File: config.mk
export PLATFORM = sky130hd
export DESIGN_NAME = mult_hilo_sequencer_flat
export DESIGN_NICKNAME = d
export VERILOG_FILES = /design/src/rtl/mult_hilo_sequencer_if.sv /design/src/rtl/mult_hilo_sequencer.sv /design/src/flat_wrapper.sv
export SDC_FILE = /design/constraint.sdc
export NUM_CORES = 1
export LEC_CHECK = 0
export CORE_ASPECT_RATIO = 0.6
export CORE_UTILIZATION = 30
export CTS_CLUSTER_DIAMETER = 200
export CTS_CLUSTER_SIZE = 25
export DETAILED_ROUTE_END_ITERATION = 8
export PLACE_DENSITY = 0.5
export SLEW_MARGIN = 0
export SYNTH_ARGS = -nofsm -noshare
export SYNTH_HDL_FRONTEND = slang
export SYNTH_SLANG_ARGS = --single-unit
File: constraint.sdc
create_clock -name Clk -period 6.99 [get_ports Clk]
set_input_delay 1.7475 -clock Clk [delete_from_list [all_inputs] [get_ports Clk]]
set_output_delay 1.7475 -clock Clk [all_outputs]
set_load 0.1 [all_outputs]
File: src/rtl/mult_hilo_sequencer_if.sv
// Request/response bundle between decode and the HI/LO multiply sequencer.
// The master is the controller side; the slave is the sequencer.
interface mult_hilo_sequencer_if #(parameter int WIDTH = 32);
  logic             start;
  logic [1:0]       op;
  logic [WIDTH-1:0] rs_val;
  logic [WIDTH-1:0] rt_val;
  logic             hi_we;
  logic             lo_we;
  logic [WIDTH-1:0] wdata;
  logic             mf_req;
  logic [WIDTH-1:0] hi;
  logic [WIDTH-1:0] lo;
  logic             busy;
  logic             done;
  logic             stall;

  modport master (
    output start, op, rs_val, rt_val, hi_we, lo_we, wdata, mf_req,
    input  hi, lo, busy, done, stall
  );

  modport slave (
    input  start, op, rs_val, rt_val, hi_we, lo_we, wdata, mf_req,
    output hi, lo, busy, done, stall
  );
endinterface

File: src/rtl/mult_hilo_sequencer.sv
// Shift-add HI/LO multiply sequencer (mult/multu/madd/msub) that also owns
// the HI/LO registers and raises stall on any HI/LO access while busy.
module mult_hilo_sequencer #(
  parameter int WIDTH = 32
) (
  input  logic                  Clk,
  input  logic                  Reset,
  mult_hilo_sequencer_if.slave  bus
);
  localparam int CW = (WIDTH > 1) ? $clog2(WIDTH) : 1;
  localparam logic [CW-1:0] LAST = CW'(WIDTH - 1);

  typedef enum logic [1:0] {IDLE, CALC, ACC, DONE} state_t;

  state_t             state, state_nxt;
  logic [1:0]         op_q;
  logic [2*WIDTH-1:0] mcand;
  logic [WIDTH-1:0]   mplier;
  logic [2*WIDTH-1:0] prod;
  logic               neg;
  logic [CW-1:0]      cnt;
  logic [WIDTH-1:0]   hi_q, lo_q;

  logic               signed_op;
  logic [WIDTH-1:0]   abs_rs, abs_rt;
  logic [2*WIDTH-1:0] p_fin, acc_val;

  // Signed ops run the unsigned core on magnitudes; the most negative value
  // negates to itself, which is exactly its unsigned magnitude.
  assign signed_op = (bus.op != 2'b01);
  assign abs_rs    = bus.rs_val[WIDTH-1] ? -bus.rs_val : bus.rs_val;
  assign abs_rt    = bus.rt_val[WIDTH-1] ? -bus.rt_val : bus.rt_val;
  assign p_fin     = neg ? -prod : prod;

  always_comb begin
    acc_val = p_fin;
    case (op_q)
      2'b10:   acc_val = {hi_q, lo_q} + p_fin;
      2'b11:   acc_val = {hi_q, lo_q} - p_fin;
      default: acc_val = p_fin;
    endcase
  end

  always_ff @(posedge Clk or negedge Reset) begin
    if (!Reset) state <= IDLE;
    else        state <= state_nxt;
  end

  always_comb begin
    state_nxt = state;
    case (state)
      IDLE:    if (bus.start) state_nxt = CALC;
      CALC:    if (cnt == LAST) state_nxt = ACC;
      ACC:     state_nxt = DONE;
      DONE:    state_nxt = IDLE;
      default: state_nxt = IDLE;
    endcase
  end

  always_ff @(posedge Clk or negedge Reset) begin
    if (!Reset) begin
      op_q   <= '0;
      mcand  <= '0;
      mplier <= '0;
      prod   <= '0;
      neg    <= 1'b0;
      cnt    <= '0;
      hi_q   <= '0;
      lo_q   <= '0;
    end else begin
      case (state)
        IDLE: begin
          // mthi/mtlo land on the same edge as a start; ACC reads them later.
          if (bus.hi_we) hi_q <= bus.wdata;
          if (bus.lo_we) lo_q <= bus.wdata;
          if (bus.start) begin
            op_q <= bus.op;
            prod <= '0;
            cnt  <= '0;
            if (signed_op) begin
              mcand  <= {{WIDTH{1'b0}}, abs_rs};
              mplier <= abs_rt;
              neg    <= bus.rs_val[WIDTH-1] ^ bus.rt_val[WIDTH-1];
            end else begin
              mcand  <= {{WIDTH{1'b0}}, bus.rs_val};
              mplier <= bus.rt_val;
              neg    <= 1'b0;
            end
          end
        end
        CALC: begin
          if (mplier[0]) prod <= prod + mcand;
          mcand  <= mcand << 1;
          mplier <= mplier >> 1;
          cnt    <= cnt + CW'(1);
        end
        ACC:     {hi_q, lo_q} <= acc_val;
        default: ;
      endcase
    end
  end

  assign bus.hi    = hi_q;
  assign bus.lo    = lo_q;
  assign bus.busy  = (state != IDLE);
  assign bus.done  = (state == DONE);
  assign bus.stall = bus.busy & (bus.start | bus.hi_we | bus.lo_we | bus.mf_req);
endmodule

File: src/flat_wrapper.sv
// flat-port wrapper written by rule: the top's interface ports become plain ports
module mult_hilo_sequencer_flat 
#(
  parameter int WIDTH = 32
)
  (Clk, Reset, bus_start, bus_op, bus_rs_val, bus_rt_val, bus_hi_we, bus_lo_we, bus_wdata, bus_mf_req, bus_hi, bus_lo, bus_busy, bus_done, bus_stall);
  mult_hilo_sequencer_if #(.WIDTH(WIDTH)) bus_i ();
  input  logic Clk;
  input  logic Reset;
  input wire logic [$bits(bus_i.start)-1:0] bus_start;
  input wire logic [$bits(bus_i.op)-1:0] bus_op;
  input wire logic [$bits(bus_i.rs_val)-1:0] bus_rs_val;
  input wire logic [$bits(bus_i.rt_val)-1:0] bus_rt_val;
  input wire logic [$bits(bus_i.hi_we)-1:0] bus_hi_we;
  input wire logic [$bits(bus_i.lo_we)-1:0] bus_lo_we;
  input wire logic [$bits(bus_i.wdata)-1:0] bus_wdata;
  input wire logic [$bits(bus_i.mf_req)-1:0] bus_mf_req;
  output wire logic [$bits(bus_i.hi)-1:0] bus_hi;
  output wire logic [$bits(bus_i.lo)-1:0] bus_lo;
  output wire logic [$bits(bus_i.busy)-1:0] bus_busy;
  output wire logic [$bits(bus_i.done)-1:0] bus_done;
  output wire logic [$bits(bus_i.stall)-1:0] bus_stall;
  assign bus_i.start = bus_start;
  assign bus_i.op = bus_op;
  assign bus_i.rs_val = bus_rs_val;
  assign bus_i.rt_val = bus_rt_val;
  assign bus_i.hi_we = bus_hi_we;
  assign bus_i.lo_we = bus_lo_we;
  assign bus_i.wdata = bus_wdata;
  assign bus_i.mf_req = bus_mf_req;
  assign bus_hi = bus_i.hi;
  assign bus_lo = bus_i.lo;
  assign bus_busy = bus_i.busy;
  assign bus_done = bus_i.done;
  assign bus_stall = bus_i.stall;
  mult_hilo_sequencer #(.WIDTH(WIDTH)) u_core (.Clk(Clk), .Reset(Reset), .bus(bus_i));
endmodule
=== Word-level counts from Yosys, hierarchy flattened ===
Cells that the tools add are included.

* Reductions and logical operators: 10
* Eq/ne operators: 12
* Multiplexer cells: 23
* Add/sub/neg operators: 7
* Bitwise gates (word level): 5

{| class="wikitable"
|+ Operators with widths
! kind !! number
|-
| $pmux W64 S2 || 3
|-
| $mux W64 || 4
|-
| $mux W32 || 7
|-
| $pmux W32 S2 || 3
|-
| $add A64 B64 Y64 || 2
|-
| $neg A32 Y32 || 2
|-
| $neg A64 Y64 || 1
|-
| $sub A64 B64 Y64 || 1
|-
| $pmux W5 S2 || 1
|-
| $reduce_and A2 Y1 || 5
|-
| $eq A2 B2 Y1 const B || 4
|-
| $pmux W2 S4 || 1
|-
| $ne A2 B1 Y1 const B || 3
|-
| $ne A2 B2 Y1 const B || 3
|-
| $reduce_bool A2 Y1 || 3
|-
| $add A5 B1 Y5 const B || 1
|-
| $eq A5 B5 Y1 const B || 1
|-
| $mux W5 || 1
|-
| $mux W2 || 2
|-
| $or A1 B1 Y1 || 3
|-
| $reduce_and A3 Y1 || 1
|-
| $eq A2 B1 Y1 const B || 1
|-
| $logic_not A2 Y1 || 1
|-
| $and A1 B1 Y1 || 1
|-
| 2 further kinds || 2
|}

* Bits in registers: 234
* Bits of input ports: 104
* Logic and storage cells: 66

=== Depth between registers and ports, before layout ===
Gate-level depths: netlist of run 1.

* Depth in word-level cells: 5
* Depth in mapped cells: 29

=== Least setup slack after synthesis of run 1 ===
OpenSTA, ideal clock, no wires.

* Kind: register -> register
* From: register u_core.prod[4]
* To: register u_core.hi_q[29], in the netlist u_core.bus.hi[29]
* Setup slack: 282 ps
* Cell stages (with the launch flop): 29
* Arrival: 6598 ps
* Data required time: 6880 ps
* Setup time: 110 ps
* Path through: dfrtp_1 buf_2 or3_1 clkbuf_1 buf_2 or4_1 or4_1 o311ai_1 nand3_1 or3b_2 nor2_1 nand2_1 or2_2 nor2_1 nor2_1 xor2_1 ha_1 buf_1 nand3_1 or4_1 nor3_1 a32oi_1 nand2_1 a31oi_1 o21bai_1 nand2b_1 o311ai_0 xnor2_1 o41ai_1

* Word-level cells in the longest chain between the ends: 5

{| class="wikitable"
|+ Ends and longest elaborated chain
! item !! RTL line !! source
|-
| from (decl) || mult_hilo_sequencer.sv:19 || <nowiki>logic [2*WIDTH-1:0] prod;</nowiki>
|-
| from (signal assigned) || mult_hilo_sequencer.sv:92 || <nowiki>if (mplier[0]) prod <= prod + mcand;</nowiki>
|-
| $neg A64 Y64 || mult_hilo_sequencer.sv:33 || <nowiki>assign p_fin = neg ? -prod : prod;</nowiki>
|-
| $mux W64 * || mult_hilo_sequencer.sv:33 ||
|-
| $sub A64 B64 Y64 / $add A64 B64 Y64 (equally long branches) || mult_hilo_sequencer.sv:39, mult_hilo_sequencer.sv:38 ||
|-
| $pmux W64 S2 * || mult_hilo_sequencer.sv:37 || <nowiki>case (op_q)</nowiki>
|-
| $pmux W32 S2 * || mult_hilo_sequencer.sv:71 || <nowiki>case (state)</nowiki>
|-
| to (signal assigned) || mult_hilo_sequencer.sv:74 || <nowiki>if (bus.hi_we) hi_q <= bus.wdata;</nowiki>
|-
| to (signal assigned) || mult_hilo_sequencer.sv:97 || <nowiki>ACC: {hi_q, lo_q} <= acc_val;</nowiki>
|-
| to (decl) || mult_hilo_sequencer.sv:22 || <nowiki>logic [WIDTH-1:0] hi_q, lo_q;</nowiki>
|}

Every way passes the cells marked *; elsewhere a longest branch is shown, timed or not.
A chain may end at the register's enable or synchronous reset.

=== Final worst setup path of run 1 ===
* From: register u_core.prod[11]
* To: register u_core.hi_q[31], in the netlist u_core.bus.hi[31]

The elaborated chain is that of the path after synthesis.

==> impl_summary.log, run 1 <==
[metrics] pin count of the biggest net entering global routing: 101
[metrics] Routed WL per cell: 21.0 µm
[metrics] Least-Margin Pin Slew: 1.17 ns
[metrics] time the final worst path needs with I/O delays and setup: roughly 6.6 ns
[metrics] Min-Delay Path Class: reg2reg
[metrics] number of global-route vias before repair: 20653
[metrics] last weighted congestion value of the routability-driven placer: 0.936
[metrics] cts bufs inserted: 13
[metrics] combined area of all synthesized cells: 22000 µm²
[metrics] first-pass GRT wire length: between 100 and 150 mm
[metrics] Clock Path Buffers: 3
[metrics] input/output buffers: 170
[metrics] layer with the highest usage after global routing: met1
[metrics] synthesized instance count: 2859
[metrics] H-tree level count: 1
[metrics] relative slew slack: 21.8%
[metrics] number of clock sinks seen by CTS: around 230
[metrics] arrival time reported for the critical path endpoint: a little over 7 ns
[metrics] latest clock arrival within the worst-skew pair: 0.54 ns
[metrics] worst-case reg-to-reg path depth: 25
[metrics] gate family responsible for the most delay along the worst path: simple AND/OR/NAND/NOR gates
[metrics] cell types occupying the most area after synthesis: dfrtp_1, ha_1, o21ai_0
[metrics] worst path required time: 7.42 ns
[metrics] share of synthesized area occupied by flip-flops and latches: between 20% and 30%
[metrics] largest incremental delay on the critical path: 0.57 ns
[metrics] core box area: 72100 µm²
[metrics] clock root buffer master: clkbuf_16
[metrics] fraction of registers with async set or reset after synthesis: 100%
[metrics] DRC violations left: 0
[metrics] global routing usage on met3: 5.43%
[metrics] total wire length after detailed routing: 83.8 mm
[metrics] DR vias: 22352
[metrics] Crit Path Class: reg2reg
[metrics] max-slew violations: 0
[metrics] die outline height: 212 µm
[metrics] count of cell types in the netlist: 86
[metrics] vias per cell: 5.60
[metrics] depth of the critical timing path with buffers and inverters included: 25
[metrics] final setup violating endpoints: 0
[metrics] maximum operating frequency: roughly 0.15 GHz
[metrics] HPWL Detailed: 67.1 mm
[metrics] Syn Nets: 3100
[metrics] clock tree from TritonCTS: yes
[metrics] final-layout worst hold slack: between 0.4 and 0.5 ns
[metrics] Post-CTS Hold Fix Bufs: 0
[metrics] critical path capture point type: flip-flop
[metrics] Setup Skew: approximately 0.044 ns
[metrics] CTS clock-pin slew for the worst setup and hold paths: 0.12 ns
[metrics] Top Ports: ~170
[metrics] share of final-layout standard cells stronger than drive strength 1: 7.23%
[metrics] fin nets: between 3000 and 4000
[metrics] Mean Syn Cell Area: 7.68 µm²
[metrics] Most used DFF post-synth: dfrtp_1
[metrics] status: complete, no violations
[metrics] Max-Cap Viols: 0
[metrics] number of cell rows: 76
[metrics] worst slack at placement: around 0.094 ns
[metrics] largest area contributor in the netlist: dfrtp_1
[metrics] R2R setup slack: 0.37 ns
[metrics] total track usage: 21.8%
[metrics] width of the chip: roughly 350 µm
[metrics] Final Hold Viols: 0
[metrics] number of register bits inferred by synthesis: 234
[metrics] Util after Layout: 35.9%
[metrics] global routing usage on met2: slightly above 30%
[metrics] worst-path fanout max: 8
[metrics] number of cells on the worst hold path: 2
[metrics] cell with the largest stage delay on the worst path: or4_4
[metrics] area enclosed by the die boundary: 74300 µm²
[metrics] DR pass1 iterations: 7
[metrics] Period Utilization, post-route: 94.7%
[metrics] crit path buf inv count: 3
[metrics] count of flip-flops with a built-in enable after synthesis: 0
[metrics] GR Layer Usage met1: between 30% and 40%
[metrics] Iter 0 DRT Violations: 1965
[metrics] top-area cell type share of the netlist area: 26.7%
[metrics] fin worst setup slack: 0.369 ns
[metrics] startpoint class of the critical path: flip-flop
[metrics] antenna violations before repair: 3
[metrics] Ys Warns: 0
[metrics] synth-to-layout area growth: 17.6%
[metrics] effective utilization at floorplan: between 30% and 40%
[metrics] grt total ovfl: 0
[metrics] final antenna-violating net count: 0
-- timing repair --
item / CTS / global route
endpoints found under the setup margin: 0 / 15
setup buffers: 0 / 2
gates resized for setup: 0 / 17
-- cell usage in the layout (no fill, tap or decap), types with 39 or more instances in the layout --
cell type / count
clkdlybuf4s50_1: 169
ha_1: 133
a22o_1: 39
dfrtp_1: 232
a21o_1: 91
inv_1: 55
xor2_1: 156
nand2_1: 340
buf_4: 144
nor3_1: 49
nand3_1: 47
nor2_1: 245
o31ai_1: 56
xnor2_1: 130
o21ai_0: 303
a21oi_1: 266
-- worst register-to-register path, delay by kind of cell (launching register included) --
kind / cells / cell delay (ns)
flip-flops: 1 / 0.44
buffers and inverters: 3 / 0.65
multiplexers: 1 / 0.10
AND/OR/NAND/NOR: 8 / 2.52
XOR/XNOR: 3 / 0.70
adder cells (fa/ha/maj): 1 / 0.28
AO/OA/AOI/OAI: 9 / 1.83
-- worst paths after layout --
check,from,end
worst min register to register,u_core.mplier[14]$_DFFE_PN0P_,u_core.mplier[14]$_DFFE_PN0P_
max in group asynchronous,Reset,u_core.bus.lo[4]$_DFFE_PN0P_
worst min-delay path,u_core.mplier[14]$_DFFE_PN0P_,u_core.mplier[14]$_DFFE_PN0P_
worst max register to register,u_core.prod[11]$_DFFE_PN0P_,u_core.bus.hi[31]$_DFFE_PN0P_
worst max-delay path,u_core.prod[11]$_DFFE_PN0P_,u_core.bus.hi[31]$_DFFE_PN0P_
min in group asynchronous,Reset,u_core.bus.hi[30]$_DFFE_PN0P_
-- per-layer routing --
metal / vias to the layer above / share of wire [%]
li1: 10767 / -
met1: 10881 / 51
met2: 636 / 40
met3: 64 / 7.5
met4: 4 / 1.5
met5: - / 0.032
-- cell families (layout without fill, tap and decap cells) --
group | count (synthesis) | after routing | share of synthesized area, %
adders and majority gates | 137 | 137 | 7.87
and+or+nand+nor | 938 | 938 | 20.2
other | 0 | 1 | 0
AOI/OAI and AO/OA | 1007 | 1007 | 28.6
muxes | 24 | 24 | 1.14
xor gates and xnor gates | 286 | 286 | 11.4
buffers and inverters | 233 | 390 | 4.07
DFF | 234 | 234 | 26.7
-- registers in the layout (all words and copies together) (netlist names) --
| name | flops |
|---|---|
| u_core.neg | 1 |
| u_core.cnt | 5 |
| u_core.mcand | 64 |
| u_core.bus.hi | 32 |
| u_core.prod | 64 |
| u_core.mplier | 32 |
| u_core.state | 2 |
| u_core.op_q | 2 |
| u_core.bus.lo | 32 |
-- cells in the mapped netlist (7+ instances only) --
cell      count
xor2_1      156
a221oi_1      8
nand2_1     341
o21a_1       10
nor2b_1      23
o22ai_1       7
nand4_1      36
and2_1       11
o41ai_1      21
or4_1        28
a211oi_1     35
mux2i_1      16
xnor2_1     130
o21bai_1     23
or2_2         8
o31a_1        7
nand3_1      47
nor2_1      248
or3_1        36
and3_1       24
o21ai_0     303
inv_1        56
a31oi_1      37
clkbuf_1    155
and4_1        9
a21o_1       91
o31ai_1      56
buf_1        15
o211ai_1     25
a21oi_1     268
dfrtp_1     234
nor4_1       27
a41oi_1       8
ha_1        135
nand2b_1     21
nor3_1       51
mux2_2        8
a22o_1       39
-- per-stage QoR --
step	instances	TNS, ns	instance area, µm²
6_report	3992	0	25800
5_1_grt	3991	-0.0277	25800
4_1_cts	3988	0	25700
3_5_place_dp	3971	0	25400
3_3_place_gp	3971	0	25400
2_1_floorplan	2859	0	22000
-- layout make-up --
class / count / area (µm²)
diodes: 1 / 2.50
clock buffers: 15 / 333
clock inverters: 2 / 25.0
fillers: 7663 / 46200
inverters: 57 / 214
multi-input cells: 2392 / 15400
flip-flops and latches: 234 / 5860
well taps: 975 / 1220
repair buffers: 316 / 2820
Power of run 1 is left out: the tool's default activity adds up to more than one toggle a clock period on the data nets, which glitch-free logic cannot reach.
==> inputs of run 2 (changes only) <==
==> constraint.sdc (replaced) <==
create_clock -name Clk -period 5.7 [get_ports Clk]
set_input_delay 1.425 -clock Clk [delete_from_list [all_inputs] [get_ports Clk]]
set_output_delay 1.425 -clock Clk [all_outputs]
set_load 0.1 [all_outputs]
==> run 2 against run 1 <==
  * Global-route usage grew 1.7 points
  * Maximum frequency grew 10%
  * Worst setup slack lost 0.69 ns
  * Flip-flop and latch count is the same
  * Via count grew 5.1%
  * Non-clock buffer count grew 312
  * The run now ends with setup timing left
  * Die area is the same
  * Largest cell class unchanged
==> impl_summary.log, run 2 (synthesis results as in run 1) <==
[metrics] final antenna-violating net count: 0 (unchanged)
[metrics] terminus of the critical flop-to-flop path: u_core.bus.hi[25]$_DFFE_PN0P_
[metrics] worst-path fanout max: 4 (-4)
[metrics] number of cells on the worst hold path: 2 (unchanged)
[metrics] clock root buffer master: clkbuf_16
[metrics] arrival time reported for the critical path endpoint: 6.45 ns (-0.60 ns)
[metrics] cell with the largest stage delay on the worst path: or4_4
[metrics] Period Utilization, post-route: 106% (+11 points)
[metrics] DR vias: 23501 (+5.1%)
[metrics] Least-Margin Pin Slew: 1.22 ns (+0.0477 ns)
[metrics] status: finished with violations
[metrics] clock tree from TritonCTS: yes
[metrics] Max-Cap Viols: 0 (unchanged)
[metrics] input/output buffers: 170 (unchanged)
[metrics] core box area: 72100 µm² (unchanged)
[metrics] Final Instance Area: 29100 µm² (+13%)
[metrics] share of final-layout standard cells stronger than drive strength 1: 19.8% (+13 points)
[metrics] final setup violating endpoints: 26 (+26)
[metrics] grt total ovfl: 0 (unchanged)
[metrics] last weighted congestion value of the routability-driven placer: 0.978 (+4.5%)
[metrics] synth-to-layout area growth: 32.4%
[metrics] Top Ports: 171 (unchanged)
[metrics] first-pass GRT wire length: 136 mm (+8.0%)
[metrics] die outline height: 212 µm (unchanged)
[metrics] Iter 0 DRT Violations: 1979 (+0.71%)
[metrics] Post-CTS Hold Fix Bufs: 0 (unchanged)
[metrics] critical path capture point type: flip-flop
[metrics] top flop regs: u_core.mcand: 64 flops, u_core.prod: 64 flops
[metrics] violated checks: setup timing
[metrics] Clock Path Buffers: 3 (unchanged)
[metrics] Final Hold Viols: 0 (unchanged)
[metrics] Util after Layout: 40.4% (+4.5 points)
[metrics] worst-case reg-to-reg path depth: 24 (-4.0%)
[metrics] Inserted Diodes: 0 (-1)
[metrics] Crit Path Class: reg2reg
[metrics] worst hold start: u_core.mplier[13]$_DFFE_PN0P_
[metrics] DR pass1 iterations: 5 (-2)
[metrics] worst slack at placement: -1.12 ns (-1.22 ns)
[metrics] time the final worst path needs with I/O delays and setup: 6.02 ns (-0.600 ns)
[metrics] vias per cell: 5.46 (-2.4%)
[metrics] effective utilization at floorplan: 30.5% (unchanged)
[metrics] commonest cells after routing, fill and taps aside: buf_4, nand2_1, o21ai_0
[metrics] DRC violations left: 0 (unchanged)
[metrics] Routed WL per cell: 20.9 µm (-0.63%)
[metrics] total wire length after detailed routing: 89.7 mm (+7.1%)
[metrics] number of clock sinks seen by CTS: 234 (unchanged)
[metrics] max-slew violations: 0 (unchanged)
[metrics] Setup TNS: -4.46 ns (-4.46 ns)
[metrics] number of fill cells: 7399 (-3.4%)
[metrics] total track usage: 23.5% (+1.7 points)
[metrics] pin count of the biggest net entering global routing: 101 (unchanged)
[metrics] Hold Path Sink: u_core.mplier[13]$_DFFE_PN0P_
[metrics] latest clock arrival within the worst-skew pair: 0.54 ns (about the same)
[metrics] unrepaired setup endpoints after global routing: true
[metrics] number of global-route vias before repair: 21900 (+6.0%)
[metrics] cts bufs inserted: 13 (unchanged)
[metrics] H-tree level count: 1 (unchanged)
[metrics] worst path required time: 6.13 ns (-1.29 ns)
[metrics] area enclosed by the die boundary: 74300 µm² (unchanged)
[metrics] chain of cells forming the critical path: or4_4 -> or4_4 -> o41ai_4 -> xor2_1 -> nand3_1 -> or3b_4 -> nor2_4 -> nand2_2 -> or2_4 -> nor2_4 -> a21oi_2 -> xor2_1 -> ha_1 -> nand3_2 -> or4_4 -> nor3_4 -> a32oi_2 -> nand2_2 -> a31oi_4 -> o311ai_4 -> a211oi_2 -> xor2_1 -> a31oi_1 -> a21o_1
[metrics] fin worst setup slack: -0.321 ns (-0.690 ns)
[metrics] startpoint class of the critical path: flip-flop
[metrics] relative slew slack: 18.8% (-3.1 points)
[metrics] largest incremental delay on the critical path: 0.62 ns (+0.05 ns)
[metrics] R2R setup slack: -0.32 ns (-0.69 ns)
[metrics] Setup Skew: 0.0320 ns (-0.0118 ns)
[metrics] HPWL Detailed: 71.4 mm (+6.4%)
[metrics] CTS clock-pin slew for the worst setup and hold paths: 0.12 ns (about the same)
[metrics] width of the chip: 351 µm (unchanged)
[metrics] antenna violations before repair: 5 (+2)
[metrics] Min-Delay Path Class: reg2reg
[metrics] Placed Instance Area: 27600 µm² (+8.8%)
[metrics] Worst R2R Start: u_core.prod[10]$_DFFE_PN0P_
[metrics] most common library cell in the layout ignoring fill and taps: buf_4
[metrics] maximum operating frequency: 0.166 GHz (+10%)
[metrics] fin nets: 3567 (+9.6%)
[metrics] number of cell rows: 76 (unchanged)
-- run 2: cell count changes in the layout (fill, tap and decap cells not counted), moves of 9 or more --
| cell | before | now |
|---|---|---|
| a21oi_1 | 266 | 242 |
| buf_6 | 0 | 16 |
| buf_4 | 144 | 439 |
| o21ai_1 | 1 | 27 |
| a21oi_2 | 0 | 22 |
| a211oi_1 | 33 | 23 |
| o21ai_0 | 303 | 264 |
| o21ai_2 | 0 | 11 |
| a211oi_2 | 2 | 11 |
-- run 2: layout make-up --
class                           instances  area, µm²  area share [%]
Tap cell                              975       1220            4.19
Timing Repair Buffer                  628       5250            18.1
Sequential cell                       234       5860            20.1
Inverter                               57        214           0.736
Multi-Input combinational cell       2392      16200            55.7
Clock buffer                           14        329            1.13
Clock inverter                          1       16.3          0.0559
-- run 2: worst max path at each step --
stage                     slack (ns)                   startpoint                       endpoint  cells after the start
after floorplan                -0.32  u_core.prod[10]$_DFFE_PN0P_  u_core.bus.hi[29]$_DFFE_PN0P_                     27
after global placement         -1.24  u_core.prod[12]$_DFFE_PN0P_  u_core.bus.hi[26]$_DFFE_PN0P_                     21
after detailed placement       -1.12  u_core.prod[12]$_DFFE_PN0P_  u_core.bus.hi[26]$_DFFE_PN0P_                     21
after CTS                      -0.35  u_core.prod[10]$_DFFE_PN0P_  u_core.bus.hi[29]$_DFFE_PN0P_                     24
after global routing           -0.63  u_core.prod[10]$_DFFE_PN0P_  u_core.bus.hi[29]$_DFFE_PN0P_                     24
final                          -0.32  u_core.prod[10]$_DFFE_PN0P_  u_core.bus.hi[25]$_DFFE_PN0P_                     24
-- run 2: routing by layer --
metal / part of all wire (%) / global-route usage, %
met5: 0 / 0
met1: 53 / 38.5
met3: 5.6 / 2.61
met4: 0.83 / 2.32
met2: 41 / 33.1
-- run 2: repair_timing --
action,CTS,global route
pin swaps,82,71
resized for setup,116,94
setup endpoints to repair,34,38
setup buffers,24,15
-- run 2: through the flow --
step / cells / hold WS [ns]
after floorplan: 2859 / 0.450
after global placement: 4250 / 0.463
after detailed placement: 4250 / 0.470
after CTS: 4287 / 0.493
after global routing: 4301 / 0.525
final: 4301 / 0.488
-- run 2: critical path, delay by kind of cell, from the launching register on --
kind / cells / cell delay [ns]
AOI/OAI and AO/OA: 8 / 1.26
DFF: 1 / 0.39
and+or+nand+nor: 12 / 3.39
xor gates and xnor gates: 3 / 0.55
adders and majority gates: 1 / 0.32
Power of run 2 is left out for the same reason.
